$ cat config.mk
export PLATFORM = sky130hd
export DESIGN_NAME = uart_rx_flat
export DESIGN_NICKNAME = d
export VERILOG_FILES = /design/src/rtl/uart_rx_if.sv /design/src/rtl/uart_rx.sv /design/src/flat_wrapper.sv
export SDC_FILE = /design/constraint.sdc
export NUM_CORES = 1
export LEC_CHECK = 0
export ABC_AREA = 1
export CELL_PAD_IN_SITES_DETAIL_PLACEMENT = 2
export CELL_PAD_IN_SITES_GLOBAL_PLACEMENT = 2
export CORE_ASPECT_RATIO = 0.5
export CORE_MARGIN = 1
export CORE_UTILIZATION = 40
export DETAILED_ROUTE_END_ITERATION = 8
export DONT_BUFFER_PORTS = 1
export HOLD_SLACK_MARGIN = 0.06
export MAX_ROUTING_LAYER = met4
export PLACE_DENSITY_LB_ADDON = 0.05
export SKIP_CTS_REPAIR_TIMING = 1
export SYNTH_ARGS = -nofsm -noshare
export SYNTH_HDL_FRONTEND = slang
export SYNTH_SLANG_ARGS = --single-unit
$ cat constraint.sdc
create_clock -name i_Pclk -period 4.1 [get_ports i_Pclk]
set_clock_uncertainty 0.1 [all_clocks]
set_input_delay 0.82 -clock i_Pclk [delete_from_list [all_inputs] [get_ports i_Pclk]]
set_output_delay 0.82 -clock i_Pclk [all_outputs]
set_load 0.02 [all_outputs]
$ cat src/rtl/uart_rx_if.sv
// uart_rx_if: bus-side register interface of the USRT receive engine
// Signals are named from the receiver's point of view:
//   i_Baud       clocks per bit (clamped inside the receiver)
//   i_Parity     00/11 none, 01 even, 10 odd
//   i_Read       one-cycle pulse, bus consumed o_Data
//   o_Data       last received byte
//   o_Rx_Full    unread byte present
//   o_Busy       frame in progress
//   o_Parity_Err parity mismatch on the byte in o_Data
//   o_Frame_Err  stop bit sampled low on the byte in o_Data
//   o_Overrun    sticky, a frame completed while o_Rx_Full was set
// Modports: slave (receiver), master (status register / bus side).
interface uart_rx_if #(
    parameter int DATA_BITS = 8
);
    logic [13:0]          i_Baud;
    logic [1:0]           i_Parity;
    logic                 i_Read;
    logic [DATA_BITS-1:0] o_Data;
    logic                 o_Rx_Full;
    logic                 o_Busy;
    logic                 o_Parity_Err;
    logic                 o_Frame_Err;
    logic                 o_Overrun;
    modport slave (
        input  i_Baud, i_Parity, i_Read,
        output o_Data, o_Rx_Full, o_Busy, o_Parity_Err, o_Frame_Err, o_Overrun
    );
    modport master (
        output i_Baud, i_Parity, i_Read,
        input  o_Data, o_Rx_Full, o_Busy, o_Parity_Err, o_Frame_Err, o_Overrun
    );
endinterface

$ cat src/rtl/uart_rx.sv
// uart_rx: serial receive engine deserialising 8N1/8E1/8O1 frames into the status register
// Ports:
//   i_Pclk      system/bus clock
//   i_Reset_n   asynchronous active-low reset
//   i_Rx_Serial asynchronous serial line, idle high
//   bus         uart_rx_if.slave (divisor, parity select, read strobe, data and flags)
// Optional build macro USRT_RX_MAJORITY_EN: every sample point takes a 2-of-3
// majority around the nominal sample cycle, deciding one cycle later.
module uart_rx #(
    parameter int DATA_BITS = 8,
    parameter int MIN_DIV   = 4
) (
    input  logic     i_Pclk,
    input  logic     i_Reset_n,
    input  logic     i_Rx_Serial,
    uart_rx_if.slave bus
);
    localparam int CW = $clog2(DATA_BITS + 1);
    localparam logic [CW-1:0] LAST_BIT = CW'(DATA_BITS - 1);
    typedef enum logic [2:0] {IDLE, START, DATA, PARITY, STOP, WAIT_HIGH} state_t;
    state_t               r_state, w_next;
    logic                 r_sync1, r_sync2;
    logic [13:0]          r_cnt, r_div;
    logic [1:0]           r_par;
    logic [CW-1:0]        r_bit;
    logic [DATA_BITS-1:0] r_shift;
    logic                 r_par_err;
    logic [DATA_BITS-1:0] r_data;
    logic                 r_full, r_perr, r_ferr, r_ovr;
    logic                 w_rx_s, w_bit, w_tick, w_par_en, w_complete;
    logic [13:0]          w_baud, w_start_load;
    assign w_rx_s     = r_sync2;
    assign w_baud     = (bus.i_Baud < 14'(MIN_DIV)) ? 14'(MIN_DIV) : bus.i_Baud;
    assign w_tick     = (r_cnt == 14'd0);
    assign w_par_en   = r_par[0] ^ r_par[1];
    assign w_complete = (r_state == STOP) && w_tick;
    always_ff @(posedge i_Pclk or negedge i_Reset_n) begin
        if (!i_Reset_n) begin
            r_sync1 <= 1'b1;
            r_sync2 <= 1'b1;
        end else begin
            r_sync1 <= i_Rx_Serial;
            r_sync2 <= r_sync1;
        end
    end
`ifdef USRT_RX_MAJORITY_EN
    // r_h1 holds rx_s at the nominal sample cycle, r_h2 the cycle before;
    // the tick lands one cycle late so rx_s itself is the sample+1 vote.
    logic r_h1, r_h2;
    always_ff @(posedge i_Pclk or negedge i_Reset_n) begin
        if (!i_Reset_n) begin
            r_h1 <= 1'b1;
            r_h2 <= 1'b1;
        end else begin
            r_h1 <= w_rx_s;
            r_h2 <= r_h1;
        end
    end
    assign w_bit        = (r_h2 & r_h1) | (r_h2 & w_rx_s) | (r_h1 & w_rx_s);
    assign w_start_load = w_baud >> 1;
`else
    assign w_bit        = w_rx_s;
    assign w_start_load = (w_baud >> 1) - 14'd1;
`endif
    always_ff @(posedge i_Pclk or negedge i_Reset_n) begin
        if (!i_Reset_n) r_state <= IDLE;
        else            r_state <= w_next;
    end
    always_comb begin
        w_next = r_state;
        case (r_state)
            IDLE:      if (!w_rx_s) w_next = START;
            START:     if (w_tick) w_next = w_bit ? IDLE : DATA;
            DATA:      if (w_tick && r_bit == LAST_BIT) w_next = w_par_en ? PARITY : STOP;
            PARITY:    if (w_tick) w_next = STOP;
            STOP:      if (w_tick) w_next = w_bit ? IDLE : WAIT_HIGH;
            WAIT_HIGH: if (w_rx_s) w_next = IDLE;
            default:   w_next = IDLE;
        endcase
    end
    // Settings are re-latched every IDLE cycle, so the values frozen for the
    // frame are those present on the start-detect cycle.
    always_ff @(posedge i_Pclk or negedge i_Reset_n) begin
        if (!i_Reset_n) begin
            r_cnt     <= '0;
            r_div     <= 14'(MIN_DIV);
            r_par     <= '0;
            r_bit     <= '0;
            r_shift   <= '0;
            r_par_err <= 1'b0;
        end else if (r_state == IDLE) begin
            r_cnt     <= w_start_load;
            r_div     <= w_baud;
            r_par     <= bus.i_Parity;
            r_bit     <= '0;
            r_par_err <= 1'b0;
        end else begin
            r_cnt <= w_tick ? r_div - 14'd1 : r_cnt - 14'd1;
            if (w_tick && r_state == DATA) begin
                r_shift <= {w_bit, r_shift[DATA_BITS-1:1]};
                r_bit   <= r_bit + CW'(1);
            end
            // r_par[1] is set only for odd parity, inverting the even check
            if (w_tick && r_state == PARITY) r_par_err <= ^r_shift ^ w_bit ^ r_par[1];
        end
    end
    // A completion in the same cycle as i_Read wins over the clear.
    always_ff @(posedge i_Pclk or negedge i_Reset_n) begin
        if (!i_Reset_n) begin
            r_data <= '0;
            r_full <= 1'b0;
            r_perr <= 1'b0;
            r_ferr <= 1'b0;
            r_ovr  <= 1'b0;
        end else begin
            if (bus.i_Read) begin
                r_full <= 1'b0;
                r_perr <= 1'b0;
                r_ferr <= 1'b0;
                r_ovr  <= 1'b0;
            end
            if (w_complete) begin
                if (!r_full || bus.i_Read) begin
                    r_data <= r_shift;
                    r_full <= 1'b1;
                    r_perr <= r_par_err;
                    r_ferr <= ~w_bit;
                end else begin
                    r_ovr <= 1'b1;
                end
            end
        end
    end
    assign bus.o_Data       = r_data;
    assign bus.o_Rx_Full    = r_full;
    assign bus.o_Busy       = (r_state != IDLE);
    assign bus.o_Parity_Err = r_perr;
    assign bus.o_Frame_Err  = r_ferr;
    assign bus.o_Overrun    = r_ovr;
endmodule

$ cat src/flat_wrapper.sv
// flat-port wrapper written by rule: the top's interface ports become plain ports
module uart_rx_flat 
#(
    parameter int DATA_BITS = 8,
    parameter int MIN_DIV   = 4
)
  (i_Pclk, i_Reset_n, i_Rx_Serial, bus_i_Baud, bus_i_Parity, bus_i_Read, bus_o_Data, bus_o_Rx_Full, bus_o_Busy, bus_o_Parity_Err, bus_o_Frame_Err, bus_o_Overrun);
  uart_rx_if #(.DATA_BITS(DATA_BITS)) bus_i ();
  input  logic i_Pclk;
  input  logic i_Reset_n;
  input  logic i_Rx_Serial;
  input wire logic [$bits(bus_i.i_Baud)-1:0] bus_i_Baud;
  input wire logic [$bits(bus_i.i_Parity)-1:0] bus_i_Parity;
  input wire logic [$bits(bus_i.i_Read)-1:0] bus_i_Read;
  output wire logic [$bits(bus_i.o_Data)-1:0] bus_o_Data;
  output wire logic [$bits(bus_i.o_Rx_Full)-1:0] bus_o_Rx_Full;
  output wire logic [$bits(bus_i.o_Busy)-1:0] bus_o_Busy;
  output wire logic [$bits(bus_i.o_Parity_Err)-1:0] bus_o_Parity_Err;
  output wire logic [$bits(bus_i.o_Frame_Err)-1:0] bus_o_Frame_Err;
  output wire logic [$bits(bus_i.o_Overrun)-1:0] bus_o_Overrun;
  assign bus_i.i_Baud = bus_i_Baud;
  assign bus_i.i_Parity = bus_i_Parity;
  assign bus_i.i_Read = bus_i_Read;
  assign bus_o_Data = bus_i.o_Data;
  assign bus_o_Rx_Full = bus_i.o_Rx_Full;
  assign bus_o_Busy = bus_i.o_Busy;
  assign bus_o_Parity_Err = bus_i.o_Parity_Err;
  assign bus_o_Frame_Err = bus_i.o_Frame_Err;
  assign bus_o_Overrun = bus_i.o_Overrun;
  uart_rx #(.DATA_BITS(DATA_BITS), .MIN_DIV(MIN_DIV)) u_core (.i_Pclk(i_Pclk), .i_Reset_n(i_Reset_n), .i_Rx_Serial(i_Rx_Serial), .bus(bus_i));
endmodule
Word level (Yosys, flattened, before mapping)

Index checks and enable logic that the tools add are counted.

Memories: 0
Word-level logic and storage cells: 80
Memory bits (read-only): 0
Memory bits (writable): 0
Bits in latches: 0
Input port bits: 20
Flip-flop bits (word level): 60
Output and inout bits: 13

Shift-type cells: 0
$lt $le $gt $ge: 1
Multipliers: 0
Reduce and logical (&&, ||, !) cells: 15
Multiplexer cells: 29
Bitwise gates (word level): 5
Equality and inequality tests: 12
Divide/modulo/power cells: 0
$add $sub $neg: 4

Operator list:

| kind                                                        | number |
|---|---|
| 2-to-1 mux 14 bit                                           | 3 |
| subtractor 14 x 1 -> 14 bit, second input constant          | 2 |
| 2-to-1 mux 3 bit                                            | 8 |
| one-hot mux 3 bit (6 select lines)                          | 1 |
| logical NOT 14 bit                                          | 1 |
| less-than comparator 14 x 3 -> 1 bit, second input constant | 1 |
| 2-to-1 mux 1 bit                                            | 14 |
| subtractor 13 x 1 -> 14 bit, second input constant          | 1 |
| inequality test 2 x 1 -> 1 bit, second input constant       | 5 |
| 2-to-1 mux 4 bit                                            | 2 |
| XOR reduction 8 bit                                         | 1 |
| == test 3 x 2 -> 1 bit, second input constant               | 2 |
| == test 3 bit, second input constant                        | 2 |
| AND reduction 6 bit                                         | 1 |
| adder 4 x 1 -> 4 bit, second input constant                 | 1 |
| == test 4 x 3 -> 1 bit, second input constant               | 1 |
| logical AND 1 bit                                           | 4 |
| AND reduction 2 bit                                         | 2 |
| nonzero test 2 bit                                          | 2 |
| == test 3 x 1 -> 1 bit, second input constant               | 1 |
| logical NOT 3 bit                                           | 1 |
| nonzero test 3 bit                                          | 1 |
| bitwise XOR 1 bit                                           | 3 |
| 2-to-1 mux 2 bit                                            | 1 |
| 4 further kinds                                             | 5 |

Logic depth before layout (Yosys ltp)

Depth in word-level cells: 5
Gate-level depth with buffers: 14
Mapped depth without buffers: 14

Worst setup path after synthesis

No wires, ideal clock.

Path kind: input port to flip-flop
Start: input bus_i_Baud[9]
End: register u_core.r_cnt[10]
Setup time: 0.117 ns
Arrival time: 2.106 ns
Path slack: 1.777 ns
Stages on the path: 11
Path through: or2_0 > nor2_1 > nand2_1 > nand3_1 > a21boi_4 > ha_1 > nand2_1 > nor2_4 > nand3_1 > nand2_1 > nand2_1

Word-level cells in the longest chain between the ends: 4

Ends and longest elaborated chain:

| element                              | line               | RTL |
|---|---|---|
| from (decl)                          | flat_wrapper.sv:12 | `input wire logic [$bits(bus_i.i_Baud)-1:0] bus_i_Baud;` |
| less-than comparator 14 x 3 -> 1 bit | uart_rx.sv:33      | `assign w_baud = (bus.i_Baud < 14'(MIN_DIV)) ? 14'(MIN_DIV) : bus.i_Baud;` |
| 2-to-1 mux 14 bit (*)                | uart_rx.sv:33      |  |
| subtractor 13 x 1 -> 14 bit (*)      | uart_rx.sv:63      | `assign w_start_load = (w_baud >> 1) - 14'd1;` |
| 2-to-1 mux 14 bit (*)                | uart_rx.sv:91      | `end else if (r_state == IDLE) begin` |
| to (signal assigned)                 | uart_rx.sv:92      | `r_cnt <= w_start_load;` |
| to (signal assigned)                 | uart_rx.sv:98      | `r_cnt <= w_tick ? r_div - 14'd1 : r_cnt - 14'd1;` |
| to (decl)                            | uart_rx.sv:23      | `logic [13:0] r_cnt, r_div;` |

Mark *: on every way between the ends. The rest lies on a longest branch, timed or not.
A chain may end at the register's enable or synchronous reset.

Worst setup path in the final report

Start: register u_core.r_state[0]
End: register u_core.r_cnt[10]

Word-level cells in the longest chain between the ends: 2

Ends and longest elaborated chain:

| element                | line          | RTL |
|---|---|---|
| from (decl)            | uart_rx.sv:21 | `state_t r_state, w_next;` |
| from (signal assigned) | uart_rx.sv:67 | `else r_state <= w_next;` |
| logical NOT 3 bit      | uart_rx.sv:91 |  |
| 2-to-1 mux 14 bit      | uart_rx.sv:91 |  |

No other way between the ends.

==> results.tsv <==
metric	value	unit
finalMaxSlewViolations	0	
cpMostUsedCell	nand2_1	
num-fill-cells	849	
area_growth_syn_to_layout	12.2	%
power_density	787	nW/um^2
ir_drop	0.254	mV
synth-seq-cells	60	
setup_viol	0	
ys_types	36	
drv_cap	0	
path_buf_inv	3	
die_h	64.9	um
final_cells	512	
critPathTopFamily	simple AND/OR/NAND/NOR gates	
vias_per_cell	4.96	
path_max_fanout	30	
finalSetupTns	0	ps
ios	33	
worstMarginPinSlew	643	ps
dieArea	8280	sq um
drc	0	
synth_top_area_share	45.1	%
arrival	2780	ps
end_kind	flop	
async_flop_share	100	%
dp_hpwl	6.20	mm
seq_power_share	30.9	%
rsz0062_at_grt	no	
intPower	1.65	mW
grt.total_usage	24.8	%
clkTransAtPathRegs	50	ps
fin_crit_sh	64.9	%
port_buffers	0	
ys_seq_area_share	47.6	%
critPathLaunchType	flop	
synth.most_common_cell	nand2_1	
synth_edf_count	0	
required	4220	ps
power_frac_comb	40.3	%
dpl.cell_count	496	
hold_viol_final	0	
synthTopCellsByCount	nand2_1, dfrtp_1, inv_1, nor2_1, nand3_1	
grt_pass1_vias	2892	
ant_nets	0	
cts_tree	done	
first_pass_iters	4	
layout-drive-gt1-share	13.1	%
synth_flop_cell	dfrtp_1	
gp_congestion	0.828	
crit_type	reg -> reg	
coreArea	7490	sq um
cellLeakagePower	1.75	nW
worstPathCellList	inv_2 -> nand2_2 -> nor2_8 -> inv_2 -> nand3_1 -> nand2_1 -> inv_1 -> ha_1 -> nand2_1 -> nor2_4 -> nand3_1 -> nand2_1 -> nand2_1	
power_frac_clock	28.8	%
min_period	2660	ps
num_vias	2542	
synth_cells	399	
p_sw	1.14	mW
status	finished clean	
antenna_found_initial	0	
wl_per_cell	17.3	um
fmax	376	MHz
hp-class	in -> async	
synth_area	3160	sq um
initial_core_util	42.2	%
yosysTopAreaCell	dfrtp_1	
htreeDepth	3	
routed_wl	8.86	mm
cts_buffers	9	
grt_remaining_overflow	0	
slew_headroom	57.1	%
syn_nets	421	
drt_iter0_markers	92	
std_cell_rows	22	
cts_sinks	60	
layout.nets	421	
swShare	41.0	%
antenna_cells	0	
max_stage_delay	420	ps
clkLatencyLatePin	330	ps
r2r_setup_slack	1440	ps
die_x	128	um
cts_buffer_depth	2	
ys_warn_count	0	
crit_slowest_cell	dfrtp_1	
synthTopCellsByArea	dfrtp_1, nand2_1, inv_1	
grt_pass1_wl	14.7	mm
grt_start_max_net_pins	61	
syn_area_per_cell	7.92	sq um
cts_root_buf	clkbuf_16	
registers in the layout, summed over array words and instances, names as in the netlist:
name and cells:
u_core.bus.o_Data 8, u_core.bus.o_Frame_Err 1, u_core.r_sync2 1, u_core.r_div 14, u_core.r_par_err 1, u_core.r_par 2
u_core.bus.o_Rx_Full 1, u_core.r_sync1 1, u_core.r_shift 8, u_core.bus.o_Parity_Err 1, u_core.r_cnt 14, u_core.r_bit 4
u_core.bus.o_Overrun 1, u_core.r_state 3
layer usage:
layer  up-vias  wire [um]  global-route usage, %
met4         0        132                   8.68
met5         -          0                      -
met3        14        237                   5.04
met2        40       4590                   45.2
li1       1226          -                      -
met1      1262       3890                   27.4
worst paths after layout:
check,startpoint,to,cells after the start
min in group i_Pclk,u_core.r_sync1$_DFF_PN1_,u_core.r_sync2$_DFF_PN1_,0
max in group asynchronous,i_Reset_n,u_core.r_div[2]$_DFFE_PN1P_,0
worst min register to register,u_core.r_sync1$_DFF_PN1_,u_core.r_sync2$_DFF_PN1_,0
worst max-delay path,u_core.r_state[0]$_DFFE_PN0P_,u_core.r_cnt[10]$_DFF_PN0_,13
worst max register to register,u_core.r_state[0]$_DFFE_PN0P_,u_core.r_cnt[10]$_DFF_PN0_,13
worst min-delay path,i_Reset_n,u_core.bus.o_Data[2]$_DFFE_PN0P_,0
layout by cell type, fill, tap and decap left out, drive strengths merged, types with 2 or more instances in the layout:
master / netlist / routed
clkbuf: 3 / 11
xnor2: 8 / 8
xor2: 8 / 8
nor3: 3 / 3
nand3b: 3 / 3
nand2: 117 / 117
dfstp: 3 / 3
clkinv: 1 / 4
o21ai: 30 / 30
nand3: 32 / 32
o22ai: 2 / 2
a21oi: 5 / 5
ha: 2 / 2
nand4: 2 / 2
dfrtp: 57 / 57
or2: 3 / 3
inv: 60 / 60
bufinv: 0 / 2
nor2: 47 / 47
power groups by stage:
stage	registers [mW]	logic [mW]	clock network [mW]
finish	0.864	1.13	0.803
global route	0.880	1.28	0.839
CTS	0.865	1.15	0.820
detailed placement	0.873	1.12	0
global placement	0.857	1.06	0
floorplan	0.841	0.880	0
stage by stage:
stage               util (%)  power (mW)  cell area [sq um]  hold WS (ps)  setup WS [ps]
global route            47.4        3.00               3550          71.7           1190
CTS                     47.4        2.83               3550          74.1           1420
detailed placement      43.1        2.00               3230           249           1470
global placement        43.1        1.92               3230           249           1550
finish                  47.4        2.79               3550          86.6           1440
floorplan                  -        1.72               3160           245           1780
kinds of logic after synthesis:
logic type      count (synthesis)  share of synthesized area (%)
fa+ha+maj                       2                          0.792
compound gates                 42                           7.48
flops                          60                           47.6
xor+xnor                       16                           4.43
buf+inv                        72                           9.34
simple gates                  207                           30.3
layout make-up:
type	instances	area (sq um)	area share [%]
clock buffers	11	243	6.84
multi-input cells	267	1360	38.3
inverters	61	229	6.46
well taps	108	135	3.81
clock inverters	5	75.1	2.12
flip-flops and latches	60	1510	42.4
Note: power is estimated with default switching activity, not from simulation.
